$ cat src/rtl/multicycle_ctrl.sv
// ============================================================================
//  Module   : multicycle_ctrl
//  Purpose  : Main control FSM for a multi-cycle MIPS datapath (fetch, decode,
//             execute, memory, writeback) with retired-instruction counter.
//  Revision : 1.0 - initial release
// ============================================================================
`default_nettype none

module multicycle_ctrl #(
  parameter int CNT_W = 32
) (
  input  logic             clk,
  input  logic             rst,
  input  logic [5:0]       opcode,
  input  logic             mem_ready,
  output logic             PCWrite,
  output logic             PCWriteCond,
  output logic             BranchNe,
  output logic             IorD,
  output logic             MemRead,
  output logic             MemWrite,
  output logic             IRWrite,
  output logic             MemtoReg,
  output logic             RegDst,
  output logic             RegWrite,
  output logic             ALUSrcA,
  output logic [1:0]       ALUSrcB,
  output logic [2:0]       ALUOp,
  output logic [1:0]       PCSource,
  output logic             illegal,
  output logic [3:0]       state,
  output logic [CNT_W-1:0] instr_count
);

  typedef enum logic [3:0] {
    S_FETCH     = 4'd0,
    S_DECODE    = 4'd1,
    S_MEM_ADDR  = 4'd2,
    S_MEM_READ  = 4'd3,
    S_MEM_WB    = 4'd4,
    S_MEM_WRITE = 4'd5,
    S_EXEC_R    = 4'd6,
    S_R_WB      = 4'd7,
    S_EXEC_I    = 4'd8,
    S_I_WB      = 4'd9,
    S_BRANCH    = 4'd10,
    S_JUMP      = 4'd11,
    S_ILLEGAL   = 4'd15
  } state_e;

  localparam logic [5:0] OP_RTYPE = 6'b000000;
  localparam logic [5:0] OP_J     = 6'b000010;
  localparam logic [5:0] OP_BEQ   = 6'b000100;
  localparam logic [5:0] OP_BNE   = 6'b000101;
  localparam logic [5:0] OP_ADDI  = 6'b001000;
  localparam logic [5:0] OP_SLTI  = 6'b001010;
  localparam logic [5:0] OP_SLTIU = 6'b001011;
  localparam logic [5:0] OP_ANDI  = 6'b001100;
  localparam logic [5:0] OP_ORI   = 6'b001101;
  localparam logic [5:0] OP_XORI  = 6'b001110;
  localparam logic [5:0] OP_LW    = 6'b100011;
  localparam logic [5:0] OP_SW    = 6'b101011;

  state_e           state_q, state_d;
  logic [5:0]       op_q, op_d;
  logic             illegal_q, illegal_d;
  logic [CNT_W-1:0] cnt_q, cnt_d;
  logic             retire;

  always_comb begin
    state_d = state_q;
    op_d    = op_q;
    case (state_q)
      S_FETCH:     if (mem_ready) state_d = S_DECODE;
      S_DECODE: begin
        op_d = opcode;
        case (opcode)
          OP_LW, OP_SW:                    state_d = S_MEM_ADDR;
          OP_RTYPE:                        state_d = S_EXEC_R;
          OP_ADDI, OP_ANDI, OP_ORI,
          OP_XORI, OP_SLTI, OP_SLTIU:      state_d = S_EXEC_I;
          OP_BEQ, OP_BNE:                  state_d = S_BRANCH;
          OP_J:                            state_d = S_JUMP;
          default:                         state_d = S_ILLEGAL;
        endcase
      end
      S_MEM_ADDR:  state_d = (op_q == OP_LW) ? S_MEM_READ : S_MEM_WRITE;
      S_MEM_READ:  if (mem_ready) state_d = S_MEM_WB;
      S_MEM_WB:    state_d = S_FETCH;
      S_MEM_WRITE: if (mem_ready) state_d = S_FETCH;
      S_EXEC_R:    state_d = S_R_WB;
      S_R_WB:      state_d = S_FETCH;
      S_EXEC_I:    state_d = S_I_WB;
      S_I_WB:      state_d = S_FETCH;
      S_BRANCH:    state_d = S_FETCH;
      S_JUMP:      state_d = S_FETCH;
      S_ILLEGAL:   state_d = S_ILLEGAL;
      default:     state_d = S_ILLEGAL;
    endcase
    // Every state that can reach FETCH (other than FETCH itself) ends an instruction.
    retire    = (state_d == S_FETCH) && (state_q != S_FETCH);
    cnt_d     = cnt_q + CNT_W'(retire);
    illegal_d = illegal_q | (state_d == S_ILLEGAL);
  end

  always_ff @(posedge clk) begin
    if (rst) begin
      state_q   <= S_FETCH;
      op_q      <= '0;
      illegal_q <= 1'b0;
      cnt_q     <= '0;
    end else begin
      state_q   <= state_d;
      op_q      <= op_d;
      illegal_q <= illegal_d;
      cnt_q     <= cnt_d;
    end
  end

  always_comb begin
    PCWrite     = 1'b0;
    PCWriteCond = 1'b0;
    BranchNe    = 1'b0;
    IorD        = 1'b0;
    MemRead     = 1'b0;
    MemWrite    = 1'b0;
    IRWrite     = 1'b0;
    MemtoReg    = 1'b0;
    RegDst      = 1'b0;
    RegWrite    = 1'b0;
    ALUSrcA     = 1'b0;
    ALUSrcB     = 2'b00;
    ALUOp       = 3'b000;
    PCSource    = 2'b00;
    case (state_q)
      S_FETCH: begin
        MemRead = 1'b1;
        ALUSrcB = 2'b01;
        IRWrite = mem_ready;
        PCWrite = mem_ready;
      end
      S_DECODE:    ALUSrcB = 2'b11;
      S_MEM_ADDR: begin
        ALUSrcA = 1'b1;
        ALUSrcB = 2'b10;
      end
      S_MEM_READ: begin
        MemRead = 1'b1;
        IorD    = 1'b1;
      end
      S_MEM_WB: begin
        RegWrite = 1'b1;
        MemtoReg = 1'b1;
      end
      S_MEM_WRITE: begin
        MemWrite = 1'b1;
        IorD     = 1'b1;
      end
      S_EXEC_R: begin
        ALUSrcA = 1'b1;
        ALUOp   = 3'b111;
      end
      S_R_WB: begin
        RegWrite = 1'b1;
        RegDst   = 1'b1;
      end
      S_EXEC_I: begin
        ALUSrcA = 1'b1;
        ALUSrcB = 2'b10;
        case (op_q)
          OP_ANDI:  ALUOp = 3'b010;
          OP_ORI:   ALUOp = 3'b011;
          OP_XORI:  ALUOp = 3'b100;
          OP_SLTI:  ALUOp = 3'b101;
          OP_SLTIU: ALUOp = 3'b110;
          default:  ALUOp = 3'b000;
        endcase
      end
      S_I_WB:      RegWrite = 1'b1;
      S_BRANCH: begin
        ALUSrcA     = 1'b1;
        ALUOp       = 3'b001;
        PCWriteCond = 1'b1;
        PCSource    = 2'b01;
        BranchNe    = (op_q == OP_BNE);
      end
      S_JUMP: begin
        PCWrite  = 1'b1;
        PCSource = 2'b10;
      end
      default: ;
    endcase
    if (rst) begin
      PCWrite     = 1'b0;
      PCWriteCond = 1'b0;
      MemRead     = 1'b0;
      MemWrite    = 1'b0;
      IRWrite     = 1'b0;
      RegWrite    = 1'b0;
    end
  end

  assign illegal     = illegal_q;
  assign state       = state_q;
  assign instr_count = cnt_q;

endmodule

`default_nettype wire

$ cat config.mk
export PLATFORM = sky130hd
export DESIGN_NAME = multicycle_ctrl
export DESIGN_NICKNAME = d
export VERILOG_FILES = /design/src/rtl/multicycle_ctrl.sv
export SDC_FILE = /design/constraint.sdc
export NUM_CORES = 1
export LEC_CHECK = 0
export CAP_MARGIN = 10
export CORE_ASPECT_RATIO = 0.9
export CORE_MARGIN = 8
export CORE_UTILIZATION = 48
export DETAILED_ROUTE_END_ITERATION = 8
export GPL_TIMING_DRIVEN = 0
export PLACE_DENSITY = 0.77
export SLEW_MARGIN = 10
export SYNTH_ARGS = -nofsm -noshare
export SYNTH_HDL_FRONTEND = slang
export SYNTH_SLANG_ARGS = --single-unit
$ cat constraint.sdc
create_clock -name clk -period 5.2 [get_ports clk]
set_input_delay 1.56 -clock clk [delete_from_list [all_inputs] [get_ports clk]]
set_output_delay 1.56 -clock clk [all_outputs]
set_load 0.02 [all_outputs]
## After elaboration in Yosys (flattened, before gate mapping)

Index checks and enable logic that the tools add are counted.

| storage, ports and cells | value |
|---|---|
| register bits after elaboration | 43 |
| output and inout bits | 55 |
| logic and storage cells | 77 |

| cells by class | value |
|---|---|
| $add $sub $neg | 1 |
| equal/unequal tests | 30 |
| multiplexer cells | 27 |
| bitwise logic cells | 1 |
| reduce and logical (&&, ||, !) cells | 14 |

Operator list:

| cell | count |
|---|---|
| $eq 6x4->1 const B | 11 |
| $add 32x1->32 | 1 |
| $pmux 4 s8 | 1 |
| $eq 4x4->1 const B | 5 |
| $pmux 4 s5 | 1 |
| $eq 6x3->1 const B | 3 |
| $eq 6x6->1 const B | 3 |
| $eq 4x3->1 const B | 4 |
| $mux 1 | 16 |
| $pmux 3 s5 | 1 |
| $mux 4 | 3 |
| $reduce_or 2->1 | 5 |
| $pmux 3 s3 | 1 |
| $eq 4x2->1 const B | 2 |
| $logic_not 4->1 | 2 |
| $eq 6x2->1 const B | 1 |
| $logic_not 6->1 | 1 |
| $pmux 2 s3 | 1 |
| $reduce_or 6->1 | 1 |
| $reduce_or 5->1 | 1 |
| $eq 4x1->1 const B | 1 |
| $pmux 2 s2 | 1 |
| $reduce_bool 4->1 | 1 |
| $reduce_or 4->1 | 1 |
| other kinds (5) | 5 |

## Longest topological paths before layout

Gate-level depths: netlist (run 1).

| depth | value |
|---|---|
| depth in word-level cells | 7 |
| gate-level depth with buffers | 15 |
| depth with buffers taken out | 12 |

## Worst setup path before layout (run 1)

OpenSTA, ideal clock, no wires.

| timing path | value |
|---|---|
| path kind | input to register |
| start | input port opcode[0] |
| end | register cnt_q[18] (netlist: instr_count[18]) |
| arrival time | 4.009 ns |
| required time | 5.072 ns |
| setup slack | 1.064 ns |
| cell stages on the path | 13 |
| cell sequence | or4_1 a21boi_0 o21ai_0 nor4_1 and3_1 ha_1 ha_1 inv_1 or3_1 buf_2 nor3_1 xnor2_1 nor2_1 |

| on the way | value |
|---|---|
| cells in the longest elaborated chain, start to end | 7 |
| elaborated cells between the ends (all ways) | 20 |
| classes of those cells | add/sub (1); eq/ne (11); mux (2); reduce/logical (6) |

Ends and longest elaborated chain:

| item | RTL line | text |
|---|---|---|
| start: declaration | 14 | `input logic [5:0] opcode,` |
| $eq 6x4->1, or another cell as far along | 77 | `case (opcode)` |
| $reduce_or 6->1 / $reduce_or 2->1 (equally long branches) | 77 |  |
| $pmux 4 s5 (*) | 77 |  |
| $pmux 4 s8 (*) | 73 | `case (state_q)` |
| $logic_not 4->1 (*) | 101 | `retire = (state_d == S_FETCH) && (state_q != S_FETCH);` |
| $logic_and 1x1->1 (*) | 101 |  |
| $add 32x1->32 (*) | 102 | `cnt_d = cnt_q + CNT_W'(retire);` |
| end signal: assignment | 116 | `cnt_q <= cnt_d;` |
| end: declaration | 67 | `logic [CNT_W-1:0] cnt_q, cnt_d;` |

Every way passes the cells marked *; elsewhere a longest branch is shown, timed or not.
A chain may end at the register's enable or synchronous reset.

## Worst setup path after layout (run 1)

| timing path | value |
|---|---|
| start | input port rst |
| end | output port PCWriteCond |

| on the way | value |
|---|---|
| cells in the longest elaborated chain, start to end | 1 |

Ends and longest elaborated chain:

| item | RTL line | text |
|---|---|---|
| start: declaration | 13 | `input logic rst,` |
| $mux 1 | 193 | `if (rst) begin` |
| end: declaration | 17 | `output logic PCWriteCond,` |

Every way passes these cells.

==> impl_summary.txt, run 1 <==
----------------------------------------------------
[Floorplan]
  Initial Utilization ... 49.3%
  Core Box Area ... 0.00480 mm2
  Die area ... 0.00744 mm2
  Top Ports ... 64
  Die span in x ... 90.1 um
  Core Rows ... 24
  DIE HEIGHT ... 82.7 um

[Critical path]
  Type of element capturing the critical path ... primary output
  Element type at the critical path start ... input pin
  Reg2reg path depth ... 13
  Critical path data required time ... 3.64 ns
  Crit path DAT ... 3.38 ns
  Setup CP Type ... in -> out
  Max FO, Critical Path ... 10
  Capture instance of the worst register-to-register path ... instr_count[28]
  Worst reg2reg setup slack ... 1.75 ns
  Critical register-to-register path startpoint ... state[2]

[Final layout]
  Synth-to-Final Area Change ... 34.5%
  Number of nets in the finished design ... 378
  Cell Count, Final, Fillers Out ... 433
  Final non-filler cell area ... 0.00319 mm2
  Diodes inserted ... 0
  Fraction of layout instances using a drive strength above 1 ... 6.25%

[Drt]
  DRC violation count after routing ... 0
  Ratio of routed vias to standard cells ... 5.30
  Number of design-rule violations left by the first detailed-router iteration ... 162
  Number of iterations in the first detailed-routing pass ... 4
  Wirelength per Cell ... 14.0 um
  Routed wire length ... 6.08 mm
  Remaining antenna violation count ... 0
  Via count of the routed design ... 2294

[Logic synthesis]
  Most repeated cell in the gate-level netlist after synthesis ... sky130_fd_sc_hd__nor2_1
  Average footprint of a synthesized cell ... 7.98 um2
  Fraction of the yosys area taken by sequential cells ... 36.3%
  Synth Register Bits ... 43
  Number of flops mapped to enable cells by yosys ... 0
  Most used DFF post-synth ... sky130_fd_sc_hd__dfxtp_1
  Synth top area share ... 36.3%
  Post-synthesis cell count ... 297
  Count of yosys warnings during synthesis ... 0
  Synth unique cells ... 47
  Most area-hungry cell type in the Yosys netlist ... sky130_fd_sc_hd__dfxtp_1
  Synthesized netlist net count ... 308
  Total standard cell area after synthesis ... 0.00237 mm2
  Synth top area cells ... sky130_fd_sc_hd__dfxtp_1 36%, sky130_fd_sc_hd__nor2_1 8.2%, sky130_fd_sc_hd__xnor2_1 8.1%, sky130_fd_sc_hd__nor3_1 4.0%, sky130_fd_sc_hd__mux2i_1 3.0%
  Share of synthesized flip-flops with an asynchronous set or reset ... 0%
  Post-synth top cells ... 52 x sky130_fd_sc_hd__nor2_1, 43 x sky130_fd_sc_hd__dfxtp_1, 22 x sky130_fd_sc_hd__xnor2_1, 19 x sky130_fd_sc_hd__nor3_1, 16 x sky130_fd_sc_hd__nand2_1

[Clock tree]
  Post CTS Setup Buffer Count ... 0
  Number of gates resized after cts ... 0
  Buffers from clock root to sink, at most ... 2
  Clock slew seen by the registers of the worst setup and hold paths ... 0.08 ns
  H-tree Lvls ... 2
  TritonCTS clock tree ... built
  Clock latency on the worst-skew pair ... 0.30 ns
  Clock buffers created by TritonCTS ... 5
  CTS Root Cell ... sky130_fd_sc_hd__clkbuf_8
  Sink Count ... 43
  CTS Hold Buffers Added ... 0

[STA]
  Peak Freq ... 0.202 GHz
  Setup repair after global routing missed its margin ... false
  Final critical-path share of the clock period ... 95.0%
  Worst Skew ... 0.00955 ns
  Final hold violation count ... 0
  Actual slew at the worst max-slew pin ... 0.557 ns
  Number of endpoints failing setup at the final stage ... 0
  Setup TNS ... 0 ns
  Max-slew violation count ... 0
  Max transition margin ... 62.5%
  Hold_ws ... 0.498 ns
  Period minus WS final ... 4.94 ns

[Global route]
  Antenna violations before repair ... 0
  Number of global-route vias before repair ... 2123
  Global-route wire length before repair ... 10.4 mm
  Largest net degree at the start of global routing ... 14
  Overflow left after global routing ... 0
  GRT Overall Usage ... 16.6%

[Power]
  VDD IR max ... 0.187 mV
  PD cells ... 363 mW/mm2
  Leakage power ... 1.10 nW

[Placement]
  Number of port buffers ... 63
  Cells after DPL ... 425
  Final RePlAce weighted congestion ... 0.890
  Total half-perimeter wirelength after legalization and detailed placement ... 4.71 mm
  Area post-placement ... 0.00308 mm2

[Job]
  Count of maximum capacitance violations ... 0

[Worst hold path]
  Endpoint with the worst hold slack ... illegal
  Hold Crit Depth ... 2
  Startpoint of the tightest hold check path ... illegal
  Worst hold path class ... reg -> reg

[Status]
  Result of the run ... finished, final reports clean

----------------------------------------------------
==> stage by stage <==
step                      utilization (%)  worst slack [ns]  power (W)
after global placement               64.1            0.0713   0.000926
after CTS                            66.3            0.0906    0.00117
after floorplan                         -              1.06   0.000745
after detailed placement             64.1            0.0890   0.000932
after global routing                 66.3             0.115    0.00123
final                                66.3             0.259    0.00116
==> cells by family after synthesis <==
group | count (synthesis) | share of synthesized area, %
simple gates | 148 | 32.0
flops | 43 | 36.3
compound gates | 40 | 11.5
buf+inv | 29 | 5.75
xor+xnor | 28 | 10.3
mux | 7 | 2.96
fa+ha+maj | 2 | 1.06
==> worst max-delay path by stage <==
stage / from / to / slack, ns / depth (start not counted)
2_1_floorplan: opcode[0] / instr_count[18] / 1.06 / 13
3_3_place_gp: rst / PCWriteCond / 0.07 / 5
3_5_place_dp: rst / PCWriteCond / 0.09 / 5
4_1_cts: rst / PCWriteCond / 0.09 / 5
5_1_grt: opcode[5] / instr_count[28] / 0.11 / 14
6_report: rst / PCWriteCond / 0.26 / 5
==> final cells by class <==
type / instances / area (um2)
Sequential cell: 43 / 861
Multi-Input combinational cell: 225 / 1370
Clock inverter: 1 / 7.51
Fill cell: 434 / 1620
Clock buffer: 7 / 96.3
Inverter: 11 / 41.3
Buffer: 18 / 96.3
Tap cell: 65 / 81.3
Timing Repair Buffer: 63 / 631
==> registers in the layout (all words and copies together), names as in the netlist <==
name,count
state,4
op_q,6
instr_count,32
illegal,1
==> routing by layer <==
| metal | GRT usage (%) | vias to the layer above | part of all wire [%] |
|---|---|---|---|
| met4 | 3.65 | 0 | 0.74 |
| met3 | 4.61 | 5 | 6.4 |
| met1 | 21.1 | 1058 | 48 |
| li1 | - | 1166 | - |
| met5 | 0 | - | 0 |
| met2 | 27.7 | 65 | 45 |
==> power by group <==
group	total (W)	internal (W)	switching [W]	leakage [nW]
clock	0.000232	0.000121	0.000111	0.0505
combinational	0.000541	0.000237	0.000304	0.702
sequential	0.000385	0.000357	0.0000274	0.348
total	0.00116	0.000715	0.000443	1.10
==> worst max-delay path: stages <==
cell and delay, ns:
sky130_fd_sc_hd__clkdlybuf4s50_1 0.48, sky130_fd_sc_hd__clkbuf_1 0.38, sky130_fd_sc_hd__clkbuf_2 0.33, sky130_fd_sc_hd__nor2_1 0.09
sky130_fd_sc_hd__clkdlybuf4s50_1 0.54
==> layout by cell type, fill, tap and decap left out, types with 5 or more instances in the layout <==
master | netlist | routed
sky130_fd_sc_hd__a21oi_1 | 8 | 8
sky130_fd_sc_hd__and3_1 | 5 | 5
sky130_fd_sc_hd__clkbuf_1 | 9 | 9
sky130_fd_sc_hd__clkbuf_8 | 0 | 7
sky130_fd_sc_hd__clkdlybuf4s50_1 | 0 | 63
sky130_fd_sc_hd__dfxtp_1 | 43 | 43
sky130_fd_sc_hd__inv_1 | 11 | 11
sky130_fd_sc_hd__mux2i_1 | 7 | 7
sky130_fd_sc_hd__nand2_1 | 16 | 16
sky130_fd_sc_hd__nand2b_1 | 9 | 9
sky130_fd_sc_hd__nand3_1 | 10 | 10
sky130_fd_sc_hd__nand4_1 | 7 | 7
sky130_fd_sc_hd__nor2_1 | 52 | 52
sky130_fd_sc_hd__nor2b_1 | 6 | 6
sky130_fd_sc_hd__nor3_1 | 19 | 19
sky130_fd_sc_hd__o21ai_0 | 14 | 14
sky130_fd_sc_hd__or3_1 | 6 | 6
sky130_fd_sc_hd__xnor2_1 | 22 | 22
sky130_fd_sc_hd__xor2_1 | 6 | 6
Note: power is estimated with default switching activity, not from simulation.
==> inputs of run 2 (changes only) <==
Settings changed: PLACE_DENSITY 0.77 to 0.87.
==> run 2 against run 1 <==
Register-to-register slack about the same. Design area increased by 0.43%. Sequential power is essentially flat. Flip-flop and latch count did not move. Maximum frequency decreased by 0.19%. Largest power group unchanged. Highest routed layer unchanged.
==> impl_summary.txt, run 2 (same netlist as run 1, synthesis figures left out) <==
----------------------------------------------------
[Status]
  Result of the run ... finished, final reports clean (unchanged)

[Power]
  Leakage power ... 1.11 nW (was 1.10 nW)
  Total chip power ... 0.00119 W (was 0.00116 W)
  VDD IR max ... 0.195 mV (was 0.187 mV)
  PD cells ... 373 mW/mm2 (was 363 mW/mm2)

[Floorplan]
  Initial Utilization ... 49.3% (unchanged)
  Core Box Area ... 0.00480 mm2 (unchanged)
  Die span in x ... 90.1 um (unchanged)
  Core Rows ... 24 (unchanged)
  DIE HEIGHT ... 82.7 um (unchanged)
  Die area ... 0.00744 mm2 (unchanged)
  Top Ports ... 64 (unchanged)

[Global route]
  Met1 layer usage reported by global route ... 20.8% (was 21.1%)
  GRT Overall Usage ... 16.6% (about the same)
  Overflow left after global routing ... 0 (unchanged)
  Largest net degree at the start of global routing ... 14 (unchanged)
  Most utilized layer in the global route result ... met2 (unchanged)
  Number of global-route vias before repair ... 2219 (was 2123)
  Met2 Use GR ... 28.2% (was 27.7%)
  GR met3 Demand/Resource ... 3.97% (was 4.61%)
  Antenna violations before repair ... 0 (unchanged)
  Global-route wire length before repair ... 10.3 mm (was 10.4 mm)

[STA]
  Period minus WS final ... 4.95 ns (was 4.94 ns)
  Worst Skew ... 0.00767 ns (was 0.00955 ns)
  Setup repair after global routing missed its margin ... false (unchanged)
  Final hold violation count ... 0 (unchanged)
  Number of endpoints failing setup at the final stage ... 0 (unchanged)
  Actual slew at the worst max-slew pin ... 0.601 ns (was 0.557 ns)
  Peak Freq ... 0.202 GHz (about the same)
  Max-slew violation count ... 0 (unchanged)
  Final critical-path share of the clock period ... 95.2% (was 95.0%)
  Setup TNS ... 0 ns (unchanged)
  Min setup slack post-route ... 0.250 ns (was 0.259 ns)
  Max transition margin ... 59.6% (was 62.5%)

[Final layout]
  Synth-to-Final Area Change ... 35.1% (was 34.5%)
  Fraction of layout instances using a drive strength above 1 ... 6.25% (unchanged)
  Most common cell after layout, fill and taps aside ... sky130_fd_sc_hd__clkdlybuf4s50_1 (unchanged)
  Most frequent cells in the layout ... 63 x sky130_fd_sc_hd__clkdlybuf4s50_1, 52 x sky130_fd_sc_hd__nor2_1, 43 x sky130_fd_sc_hd__dfxtp_1, 22 x sky130_fd_sc_hd__xnor2_1, 19 x sky130_fd_sc_hd__nor3_1 (unchanged)
  Number of nets in the finished design ... 378 (unchanged)
  Flip-flop count of the largest register, all copies and words added ... 32 (unchanged)
  Fraction of the core area covered by cells at the end of the flow ... 66.6% (was 66.3%)
  Diodes inserted ... 0 (unchanged)
  Final non-filler cell area ... 0.00320 mm2 (was 0.00319 mm2)

[Drt]
  Routed wire length ... 6.26 mm (was 6.08 mm)
  Remaining antenna violation count ... 0 (unchanged)
  Ratio of routed vias to standard cells ... 5.40 (was 5.30)
  DRC violation count after routing ... 0 (unchanged)
  Number of design-rule violations left by the first detailed-router iteration ... 189 (was 162)
  Number of iterations in the first detailed-routing pass ... 4 (unchanged)
  Via count of the routed design ... 2340 (was 2294)
  Wirelength per Cell ... 14.5 um (was 14.0 um)

[Critical path]
  Cell family with most CP delay ... buffers and inverters (unchanged)
  Worst Path Buf+Inv ... 4 (unchanged)
  Critical path data required time ... 3.64 ns (about the same)
  Critical Path Max Stage Delay ... 0.54 ns (about the same)
  Critical path's slowest cell ... sky130_fd_sc_hd__clkdlybuf4s50_1 (unchanged)
  Cell chain of the critical path ... clkdlybuf4s50_1, clkbuf_1, clkbuf_2, nor2_1, clkdlybuf4s50_1 (unchanged)
  Setup CP Type ... in -> out (unchanged)
  Crit path DAT ... 3.39 ns (was 3.38 ns)
  Type of element capturing the critical path ... primary output (unchanged)
  Max FO, Critical Path ... 10 (unchanged)
  Element type at the critical path start ... input pin (unchanged)
  Crit path top cell by count ... sky130_fd_sc_hd__clkdlybuf4s50_1 (unchanged)

[Clock tree]
  Sink Count ... 43 (unchanged)
  CTS Root Cell ... sky130_fd_sc_hd__clkbuf_8 (unchanged)
  H-tree Lvls ... 2 (unchanged)
  Buffers from clock root to sink, at most ... 2 (unchanged)
  Clock buffers created by TritonCTS ... 5 (unchanged)
  Clock slew seen by the registers of the worst setup and hold paths ... 0.08 ns (about the same)
  Post CTS Setup Buffer Count ... 0 (unchanged)
  Clock latency on the worst-skew pair ... 0.30 ns (about the same)
  TritonCTS clock tree ... built (unchanged)

[Placement]
  Number of port buffers ... 63 (unchanged)
  Area post-placement ... 0.00308 mm2 (unchanged)
  Final RePlAce weighted congestion ... 0.925 (was 0.890)
  Total half-perimeter wirelength after legalization and detailed placement ... 4.73 mm (was 4.71 mm)
  DP Worst Slack ... 0.0219 ns (was 0.0890 ns)

[Worst hold path]
  Worst hold path class ... reg -> reg (unchanged)

[Job]
  Count of maximum capacitance violations ... 0 (unchanged)

----------------------------------------------------
==> run 2: layout make-up <==
class / instances / area [um2]
Multi-Input combinational cell: 225 / 1370
Clock buffer: 6 / 82.6
Timing Repair Buffer: 63 / 631
Fill cell: 399 / 1600
Buffer: 18 / 96.3
Clock inverter: 2 / 35.0
Tap cell: 65 / 81.3
Sequential cell: 43 / 861
Inverter: 11 / 41.3
==> run 2: through the flow <==
| step | hold WS (ns) | instances |
|---|---|---|
| floorplan | 0.503 | 297 |
| global route | 0.528 | 433 |
| CTS | 0.507 | 433 |
| global placement | 0.483 | 425 |
| detailed placement | 0.482 | 425 |
| finish | 0.504 | 433 |
==> run 2: repair_timing <==
item	in CTS	in global routing
resized for setup	0	1
endpoints found under the setup margin	0	2
hold buffers	0	0
==> run 2: layer usage <==
layer  up-vias  share of wire [%]
met5         -                  0
met4         0                1.3
met3        10                6.0
met2        80                 48
met1      1082                 45
li1       1168                  -
==> run 2: worst paths after layout <==
| kind | start | to | slack (ns) | cells after the start |
|---|---|---|---|---|
| max | rst | PCWriteCond | 0.25 | 5 |
| min | illegal | illegal | 0.50 | 2 |
| max reg2reg | state[3] | instr_count[18] | 1.74 | 13 |
| min reg2reg | illegal | illegal | 0.50 | 2 |
==> run 2: worst register-to-register path, stage by stage (launching register included) <==
cell                       delay (ns)
sky130_fd_sc_hd__dfxtp_1         0.36
sky130_fd_sc_hd__buf_2           0.22
sky130_fd_sc_hd__buf_1           0.35
sky130_fd_sc_hd__a311oi_1        0.09
sky130_fd_sc_hd__a211oi_1        0.47
sky130_fd_sc_hd__and3_1          0.24
sky130_fd_sc_hd__ha_1            0.18
sky130_fd_sc_hd__ha_1            0.22
sky130_fd_sc_hd__inv_1           0.07
sky130_fd_sc_hd__or3_1           0.44
sky130_fd_sc_hd__buf_2           0.22
sky130_fd_sc_hd__nor3_1          0.26
sky130_fd_sc_hd__xnor2_1         0.17
sky130_fd_sc_hd__nor2_1          0.05
==> run 2: report_power, final <==
group | switching [W] | leakage (nW) | internal [W]
clock network | 0.000114 | 0.0612 | 0.000155
logic | 0.000302 | 0.702 | 0.000237
registers | 0.0000281 | 0.348 | 0.000357
==> inputs of run 3 (changes only) <==
Clock period 5.2 ns to 4.6 ns, I/O delays scaled along.
==> run 3 against run 2 <==
Flip-flop and latch count is the same. Non-clock buffer count is the same. Design area grew 1.8%. Sequential power grew 13%. Critical path type unchanged. Critical endpoint unchanged. Highest routed layer unchanged.
==> impl_summary.txt, run 3 (same netlist as run 1, synthesis figures left out) <==
----------------------------------------------------
[Final layout]
  Cell Count, Final, Fillers Out ... 433 (unchanged)
  Most common cell after layout, fill and taps aside ... sky130_fd_sc_hd__clkdlybuf4s50_1 (unchanged)
  Synth-to-Final Area Change ... 37.5% (was 35.1%)
  Fraction of layout instances using a drive strength above 1 ... 9.24% (was 6.25%)
  Number of nets in the finished design ... 378 (unchanged)
  Diodes inserted ... 0 (unchanged)
  Most frequent cells in the layout ... 59 x sky130_fd_sc_hd__clkdlybuf4s50_1, 52 x sky130_fd_sc_hd__nor2_1, 43 x sky130_fd_sc_hd__dfxtp_1, 22 x sky130_fd_sc_hd__xnor2_1, 16 x sky130_fd_sc_hd__nand2_1 (was 63 x sky130_fd_sc_hd__clkdlybuf4s50_1, 52 x sky130_fd_sc_hd__nor2_1, 43 x sky130_fd_sc_hd__dfxtp_1, 22 x sky130_fd_sc_hd__xnor2_1, 19 x sky130_fd_sc_hd__nor3_1)
  Final non-filler cell area ... 0.00326 mm2 (was 0.00320 mm2)
  Flip-flop count of the largest register, all copies and words added ... 32 (unchanged)
  Fraction of the core area covered by cells at the end of the flow ... 67.8% (was 66.6%)

[Drt]
  Number of iterations in the first detailed-routing pass ... 4 (unchanged)
  DRC violation count after routing ... 0 (unchanged)
  Ratio of routed vias to standard cells ... 5.46 (was 5.40)
  Via count of the routed design ... 2364 (was 2340)
  Number of design-rule violations left by the first detailed-router iteration ... 216 (was 189)
  Wirelength per Cell ... 14.9 um (was 14.5 um)
  Routed wire length ... 6.45 mm (was 6.26 mm)
  Remaining antenna violation count ... 0 (unchanged)

[Placement]
  Area post-placement ... 0.00308 mm2 (unchanged)
  Number of port buffers ... 63 (unchanged)
  Total half-perimeter wirelength after legalization and detailed placement ... 4.73 mm (unchanged)
  Cells after DPL ... 425 (unchanged)
  DP Worst Slack ... -0.398 ns (was 0.0219 ns)
  Final RePlAce weighted congestion ... 0.925 (unchanged)

[Worst hold path]
  Startpoint of the tightest hold check path ... illegal (unchanged)
  Worst hold path class ... reg -> reg (unchanged)
  Hold Crit Depth ... 2 (unchanged)

[Global route]
  Global-route wire length before repair ... 10.3 mm (about the same)
  Number of global-route vias before repair ... 2222 (was 2219)
  GRT Overall Usage ... 16.6% (unchanged)
  Overflow left after global routing ... 0 (unchanged)
  Antenna violations before repair ... 0 (unchanged)
  Largest net degree at the start of global routing ... 14 (unchanged)

[Critical path]
  Critical register-to-register path startpoint ... state[2] (was state[3])
  Path length in cells of the critical path ... 5 (unchanged)
  Max FO, Critical Path ... 10 (unchanged)
  Critical Path Max Stage Delay ... 0.54 ns (about the same)
  Critical path's slowest cell ... sky130_fd_sc_hd__clkdlybuf4s50_1 (unchanged)
  Crit path DAT ... 3.01 ns (was 3.39 ns)
  Cell chain of the critical path ... clkdlybuf4s50_1, clkbuf_2, buf_2, nor2_1, clkdlybuf4s50_1 (was clkdlybuf4s50_1, clkbuf_1, clkbuf_2, nor2_1, clkdlybuf4s50_1)
  Critical path data required time ... 3.22 ns (was 3.64 ns)
  Reg2reg path depth ... 13 (unchanged)
  Setup CP Type ... in -> out (unchanged)
  Start point of the critical path ... rst (unchanged)
  Worst reg2reg setup slack ... 1.20 ns (was 1.74 ns)
  Worst Path Buf+Inv ... 4 (unchanged)
  Type of element capturing the critical path ... primary output (unchanged)
  Element type at the critical path start ... input pin (unchanged)
  Crit path top cell by count ... sky130_fd_sc_hd__clkdlybuf4s50_1 (unchanged)
  Cell family with most CP delay ... buffers and inverters (unchanged)

[STA]
  Setup repair after global routing missed its margin ... false (unchanged)
  Number of endpoints failing setup at the final stage ... 0 (unchanged)
  Max transition margin ... 59.8% (was 59.6%)
  Final hold violation count ... 0 (unchanged)
  Worst Skew ... 0.00653 ns (was 0.00767 ns)
  Peak Freq ... 0.228 GHz
  Min setup slack post-route ... 0.209 ns (was 0.250 ns)
  Final critical-path share of the clock period ... 95.5%
  Period minus WS final ... 4.39 ns
  Actual slew at the worst max-slew pin ... 0.597 ns (was 0.601 ns)
  Max-slew violation count ... 0 (unchanged)

[Floorplan]
  Core Box Area ... 0.00480 mm2 (unchanged)
  Core Rows ... 24 (unchanged)
  Initial Utilization ... 49.3% (unchanged)
  Die span in x ... 90.1 um (unchanged)
  Top Ports ... 64 (unchanged)
  Die area ... 0.00744 mm2 (unchanged)
  DIE HEIGHT ... 82.7 um (unchanged)

[Status]
  Result of the run ... finished, final reports clean (unchanged)

[Job]
  Count of maximum capacitance violations ... 0 (unchanged)

[Clock tree]
  Buffers from clock root to sink, at most ... 2 (unchanged)
  CTS Root Cell ... sky130_fd_sc_hd__clkbuf_8 (unchanged)
  TritonCTS clock tree ... built (unchanged)
  Sink Count ... 43 (unchanged)
  Post CTS Setup Buffer Count ... 0 (unchanged)
  H-tree Lvls ... 2 (unchanged)
  Clock latency on the worst-skew pair ... 0.30 ns (about the same)
  Clock buffers created by TritonCTS ... 5 (unchanged)
  Clock slew seen by the registers of the worst setup and hold paths ... 0.08 ns (about the same)

[Power]
  Total chip power ... 0.00136 W (was 0.00119 W)
  PD cells ... 417 mW/mm2 (was 373 mW/mm2)
  VDD IR max ... 0.229 mV (was 0.195 mV)
  Leakage power ... 1.14 nW (was 1.11 nW)

----------------------------------------------------
run 3: changes by cell type in the layout (fill, tap and decap cells not counted), moves of 3 or more:
| cell | delta |
|---|---|
| sky130_fd_sc_hd__nor3_1 | -7 |
| sky130_fd_sc_hd__nor3_2 | +7 |
| sky130_fd_sc_hd__clkdlybuf4s50_1 | -4 |
| sky130_fd_sc_hd__dlymetal6s2s_1 | +3 |
run 3: what timing repair did:
item	in CTS	in global routing
endpoints found under the hold margin	0	0
pin swaps	0	0
setup endpoints to repair	10	13
hold buffers	0	0
gates resized for setup	4	17
gates cloned	0	0
run 3: routing by layer:
metal	wire, um	part of all wire, %	GRT usage, %	vias to the layer above
li1	-	-	-	1164
met1	2880	45	20.7	1124
met2	3130	49	28.3	68
met3	360	5.6	3.97	8
met4	82	1.3	4.64	0
met5	0	0	0	-
run 3: final cells by class:
| class | instances | area (um2) |
|---|---|---|
| Buffer | 18 | 100 |
| Clock buffer | 6 | 82.6 |
| Clock inverter | 2 | 35.0 |
| Fill cell | 391 | 1550 |
| Inverter | 11 | 41.3 |
| Multi-Input combinational cell | 225 | 1420 |
| Sequential cell | 43 | 861 |
| Tap cell | 65 | 81.3 |
| Timing Repair Buffer | 63 | 637 |
run 3: worst reg2reg max path: stages (launching register included):
cell                       delay [ns]
sky130_fd_sc_hd__dfxtp_1         0.40
sky130_fd_sc_hd__clkbuf_1        0.33
sky130_fd_sc_hd__nor3_1          0.11
sky130_fd_sc_hd__o311a_1         0.38
sky130_fd_sc_hd__nor4_1          0.28
sky130_fd_sc_hd__and3_1          0.19
sky130_fd_sc_hd__ha_1            0.19
sky130_fd_sc_hd__ha_2            0.22
sky130_fd_sc_hd__inv_1           0.05
sky130_fd_sc_hd__or3_1           0.46
sky130_fd_sc_hd__buf_4           0.23
sky130_fd_sc_hd__nor3_1          0.24
sky130_fd_sc_hd__xnor2_1         0.15
sky130_fd_sc_hd__nor2_1          0.05
run 3: final timing paths:
path / end
setup / recovery: PCWriteCond
hold / removal: illegal
setup reg to reg: instr_count[28]
hold reg to reg: illegal
run 3: per-stage QoR:
step,setup TNS [ns],hold WS [ns]
after floorplan,0,0.503
final,0,0.507
after detailed placement,-4.08,0.482
after global routing,0,0.528
after global placement,-3.00,0.483
after CTS,0,0.507
run 3: where the power goes:
group | switching (W) | internal (W)
clock network | 0.000128 | 0.000176
registers | 0.0000315 | 0.000404
logic | 0.000348 | 0.000273
